===== config.mk =====
export PLATFORM = sky130hd
export DESIGN_NAME = stop_watch_disp_mux
export DESIGN_NICKNAME = d
export VERILOG_FILES = /design/src/rtl/stop_watch_disp_pkg.sv /design/src/rtl/stop_watch_disp_mux_bcd_to_sseg.sv /design/src/rtl/stop_watch_disp_mux.sv
export SDC_FILE = /design/constraint.sdc
export NUM_CORES = 1
export LEC_CHECK = 0
export ABC_AREA = 1
export CORE_UTILIZATION = 50
export DETAILED_ROUTE_END_ITERATION = 12
export GPL_ROUTABILITY_DRIVEN = 0
export PLACE_DENSITY = 0.85
export SYNTH_ARGS = -nofsm -noshare
export SYNTH_HDL_FRONTEND = slang
export SYNTH_SLANG_ARGS = --single-unit

===== constraint.sdc =====
create_clock -name clk -period 2.32 [get_ports clk]
set_input_delay 0.464 -clock clk [delete_from_list [all_inputs] [get_ports clk]]
set_output_delay 0.464 -clock clk [all_outputs]
set_load 0.03 [all_outputs]

===== src/rtl/stop_watch_disp_pkg.sv =====
// -----------------------------------------------------------------------------
// stop_watch_disp_pkg
// Shared types and seven-segment constants for the stopwatch display mux.
// Segment patterns are active-low, bit order g,f,e,d,c,b,a (bit 6..0).
// sseg_t carries dp in bit 7 followed by the seven segments.
// -----------------------------------------------------------------------------
package stop_watch_disp_pkg;

   typedef logic [7:0] sseg_t;   // {dp, g, f, e, d, c, b, a}, active-low
   typedef logic [1:0] pos_t;    // display position index, 0 = rightmost

   localparam logic [6:0] SEG_0    = 7'b1000000;
   localparam logic [6:0] SEG_1    = 7'b1111001;
   localparam logic [6:0] SEG_2    = 7'b0100100;
   localparam logic [6:0] SEG_3    = 7'b0110000;
   localparam logic [6:0] SEG_4    = 7'b0011001;
   localparam logic [6:0] SEG_5    = 7'b0010010;
   localparam logic [6:0] SEG_6    = 7'b0000010;
   localparam logic [6:0] SEG_7    = 7'b1111000;
   localparam logic [6:0] SEG_8    = 7'b0000000;
   localparam logic [6:0] SEG_9    = 7'b0010000;
   localparam logic [6:0] SEG_DASH = 7'b0111111;
   localparam sseg_t      SSEG_BLANK = 8'hFF;

   // Active-low one-hot digit enable for a shown position.
   function automatic logic [3:0] pos_an(input pos_t p);
      logic [3:0] a;
      a = 4'b1111;
      a[p] = 1'b0;
      return a;
   endfunction

endpackage


===== src/rtl/stop_watch_disp_mux_bcd_to_sseg.sv =====
// -----------------------------------------------------------------------------
// bcd_to_sseg
// Combinational BCD to seven-segment decoder (active-low, g..a).
// Values 10..15 are not valid BCD and show a dash.
// Ports:
//   bcd  in  [3:0]  digit value
//   seg  out [6:0]  segment pattern g,f,e,d,c,b,a
// -----------------------------------------------------------------------------
module bcd_to_sseg
   import stop_watch_disp_pkg::*;
(
   input  logic [3:0] bcd,
   output logic [6:0] seg
);

   always_comb begin
      seg = SEG_DASH;
      case (bcd)
         4'd0:    seg = SEG_0;
         4'd1:    seg = SEG_1;
         4'd2:    seg = SEG_2;
         4'd3:    seg = SEG_3;
         4'd4:    seg = SEG_4;
         4'd5:    seg = SEG_5;
         4'd6:    seg = SEG_6;
         4'd7:    seg = SEG_7;
         4'd8:    seg = SEG_8;
         4'd9:    seg = SEG_9;
         default: seg = SEG_DASH;
      endcase
   end

endmodule


===== src/rtl/stop_watch_disp_mux.sv =====
// -----------------------------------------------------------------------------
// stop_watch_disp_mux
// Time-multiplexes three BCD stopwatch digits (10 s, 1 s, 0.1 s) onto a
// 4-position common-anode seven-segment display. Position 3 is always blank,
// the decimal point is lit on position 1 (between seconds and tenths).
// Digits are snapshotted once per frame so a frame never shows a torn value.
//
// Parameters:
//   N        refresh counter width (3..24); each position lasts 2^(N-2) clocks
// Ports:
//   clk      system clock, rising edge
//   reset_n  asynchronous active-low reset
//   d2,d1,d0 BCD digits for 10 s, 1 s, 0.1 s
//   an       active-low digit enables, bit k = position k (0 rightmost)
//   sseg     active-low {dp,g,f,e,d,c,b,a}, registered (1-cycle latency)
// Build options:
//   SWD_LZ_BLANK_EN  when defined, position 2 is blanked while its digit is 0
// -----------------------------------------------------------------------------
module stop_watch_disp_mux
   import stop_watch_disp_pkg::*;
#(
   parameter int N = 18
)(
   input  logic       clk,
   input  logic       reset_n,
   input  logic [3:0] d2,
   input  logic [3:0] d1,
   input  logic [3:0] d0,
   output logic [3:0] an,
   output sseg_t      sseg
);

   logic [N-1:0] cnt;
   logic [3:0]   s2, s1, s0;
   pos_t         sel;
   logic [3:0]   dig;
   logic [6:0]   seg;
   logic         blank;
   logic         dp_n;
   logic [3:0]   an_nxt;
   sseg_t        sseg_nxt;

   assign sel = pos_t'(cnt[N-1:N-2]);

   // Refresh counter and per-frame snapshot. Loading on the last count of the
   // frame means the new value becomes visible exactly at sel=0.
   always_ff @(posedge clk or negedge reset_n) begin
      if (!reset_n) begin
         cnt <= '0;
         s2  <= '0;
         s1  <= '0;
         s0  <= '0;
      end else begin
         cnt <= cnt + 1'b1;
         if (&cnt) begin
            s2 <= d2;
            s1 <= d1;
            s0 <= d0;
         end
      end
   end

   always_comb begin
      dig   = s0;
      blank = 1'b0;
      dp_n  = 1'b1;
      case (sel)
         2'd0: dig = s0;
         2'd1: begin
            dig  = s1;
            dp_n = 1'b0;
         end
         2'd2: begin
            dig = s2;
`ifdef SWD_LZ_BLANK_EN
            blank = (s2 == 4'd0);
`else
            blank = 1'b0;
`endif
         end
         default: blank = 1'b1;
      endcase
   end

   // Single decoder shared by all positions, fed by the selected snapshot.
   bcd_to_sseg u_dec (
      .bcd (dig),
      .seg (seg)
   );

   always_comb begin
      an_nxt   = blank ? 4'b1111 : pos_an(sel);
      sseg_nxt = blank ? SSEG_BLANK : {dp_n, seg};
   end

   always_ff @(posedge clk or negedge reset_n) begin
      if (!reset_n) begin
         an   <= 4'b1111;
         sseg <= SSEG_BLANK;
      end else begin
         an   <= an_nxt;
         sseg <= sseg_nxt;
      end
   end

endmodule


==> run summary <==
Critical setup path kind - reg -> reg
Synth Area in Adders - 0.0551
Hold Fails Final Rpt - 0
RSZ-0062 raised after global routing - false
Clk_skew - 4.49 ps
Sequential share of the synthesized area - 0.509
Max Clk Rate - 470 MHz
Critical Path RT - 2570 ps
Leak pwr - 0.00112 uW
CP max stage delay - 450 ps
DIE HEIGHT - 65.9 um
Post-synthesis xor/xnor area fraction - 0.0558
Measured slew at the worst slew-check pin - 874 ps
Nets - 284
Crit-path cells - inv_1 -> ha_2 -> or2_2 -> nand2_2 -> inv_1 -> ha_1 -> or2_2 -> nand2_1
Critical path arrival - 2370 ps
H-Tree Depth - 2
Status - complete, no violations
Setup bufs post-CTS - 0
Most frequent cells after synthesis - nand2_1, dfrtp_1, nand3_1
ANT cells - 0
Routed WL per cell - 11.5 um
Worst-path fanout max - 10
Antenna violations before repair - 0
# port buffers - 25
CP Launch Type - register
Post-Synthesis Cells - 233
Seq cells post-synth - 41
Num Clock Sinks - 41
Pre-Repair DR Iteration Count - 4
Post-Syn Nets - 256
Post-route setup TNS - 0 ps
Largest net degree at the start of global routing - 42
Initial core utilization - 0.538
Avg Inst Size Synth - 8.76 um2
GRT overflow - 0
Vias - 1,521
Cts repair resizes - 0
Count leader, synth - nand2_1
Worst slew margin - 0.417
Slowest cell on crit path - dfrtp_1
CTS max path bufs - 2
Top cells by area, synth - dfrtp_1, nand2_1, dfstp_2
I/O pins - 26
Worst skew pair latency - 300 ps
Post-Synth Simple-Gate Area - 0.303
Die ar. - 4340 um2
Proportion of synthesized area in mux cells - 0
Iter 0 DRT Violations - 81
CTS tree - built
Cell taking the most area after synthesis - dfrtp_1
Final setup viols - 0
Tmin final - 2130 ps
ANT nets after route - 0
Synth Area in Compound Gates - 0.0178
Ratio of cells with drive above 1 in the final layout - 0.126
Post-Route Utilization - 0.641
Post-Synthesis Cell Area - 2040 um2
Crit path capture type - register
Global-route wire length before repair - 6200 um
Synth Flop Type - dfrtp_1
EDFF count, synth - 0
Power per Cell Area - 550 nW/um2
Final wirelength - 3580 um
Drt drc - 0
# rows - 22
Max VDD drop - 0.000352 V
Tcrit/Tclk final - 0.916
Hold_buf cts - 0
Core Footprint - 3800 um2
GR Util All Layers - 0.197
Num CTS Buffers - 5
Yosys cell types - 25
Reg clk slew, reported paths - 80 ps
R2R setup slack - 190 ps
Max Slew Vio Count - 0
Vias in the first global route - 1,383
Dpl hpwl - 2630 um
Die width - 65.9 um
Ys async rst share - 1.00
Ys Warns - 0
Top-area cell type share of the netlist area - 0.368
Largest family of logic cells by synthesized area - simple AND/OR/NAND/NOR gates
Worst hold path type - in -> async
Via/cell ratio - 4.91
CTS root buf - clkbuf_8
# Max-Cap Violations - 0
Layout area overhead - 19.2%
[placed cells by master, fill, tap and decap left out, types with 2 or more instances in the layout]
cell and count:
nand2_1 86, dfrtp_1 30, nand3_1 26, clkdlybuf4s50_1 24, inv_1 20, nor2_1 13
dfstp_2 11, xor2_1 8, ha_1 8, xnor2_1 5, clkbuf_8 5, or2_2 3
nand2_2 2, nor2_4 2, o21ai_0 2, nand4_1 2, o21ai_1 2, clkbuf_16 2
[layer usage]
metal | up-vias | global-route usage | share of wire
met4 | 0 | 0.0897 | 0.021
met2 | 41 | 0.298 | 0.46
met1 | 691 | 0.262 | 0.48
li1 | 782 | - | -
met5 | - | 0 | 0
met3 | 7 | 0.0517 | 0.043
[kinds of logic after synthesis]
| group | after synthesis |
|---|---|
| AND/OR/NAND/NOR | 140 |
| adder cells (fa/ha/maj) | 9 |
| flip-flops | 41 |
| XOR/XNOR | 13 |
| buffers and inverters | 25 |
| AO/OA/AOI/OAI | 5 |
[layout make-up]
cell class | count | area, um2
Timing Repair Buffer | 26 | 253
Inverter | 20 | 75.1
Clock buffer | 7 | 119
Tap cell | 48 | 60.1
Clock inverter | 1 | 5.00
Sequential cell | 41 | 1040
Fill cell | 329 | 1360
Multi-Input combinational cell | 167 | 883
[metrics by stage]
step,total power [uW],cells,area [um2],setup WS (ps),hold WS (ps)
after floorplan,729,233,2040,276,168
after global placement,762,302,2310,229,468
after detailed placement,762,302,2310,147,471
after CTS,1350,310,2430,119,299
after global routing,1390,310,2430,47.6,348
final,1340,310,2430,194,276
[critical path: cells and delay by family (launching register included)]
family | cells | cell delay, ps
flops | 1 | 450
buf+inv | 2 | 180
simple gates | 4 | 780
fa+ha+maj | 2 | 660
[flip-flops by register name, indices dropped and copies added (netlist names)]
signal,flops
an,4
s1,4
s0,4
cnt,18
s2,4
sseg,7
[final timing paths]
path	to	depth (start not counted)	startpoint
worst max-delay path	sseg[1]	8	cnt[16]
worst min-delay path	cnt[10]	1	reset_n
worst max register to register	sseg[1]	8	cnt[16]
worst min register to register	s0[2]	2	s0[2]
max in group asynchronous	cnt[1]	1	reset_n
min in group clk	s0[2]	2	s0[2]
[power by group]
part,switching [uW],internal (uW),leakage [uW]
clock,251,341,0.0000645
combinational,15.1,17.9,0.000597
sequential,0,715,0.000457
total,266,1070,0.00112
Note: power is estimated with default switching activity, not from simulation.
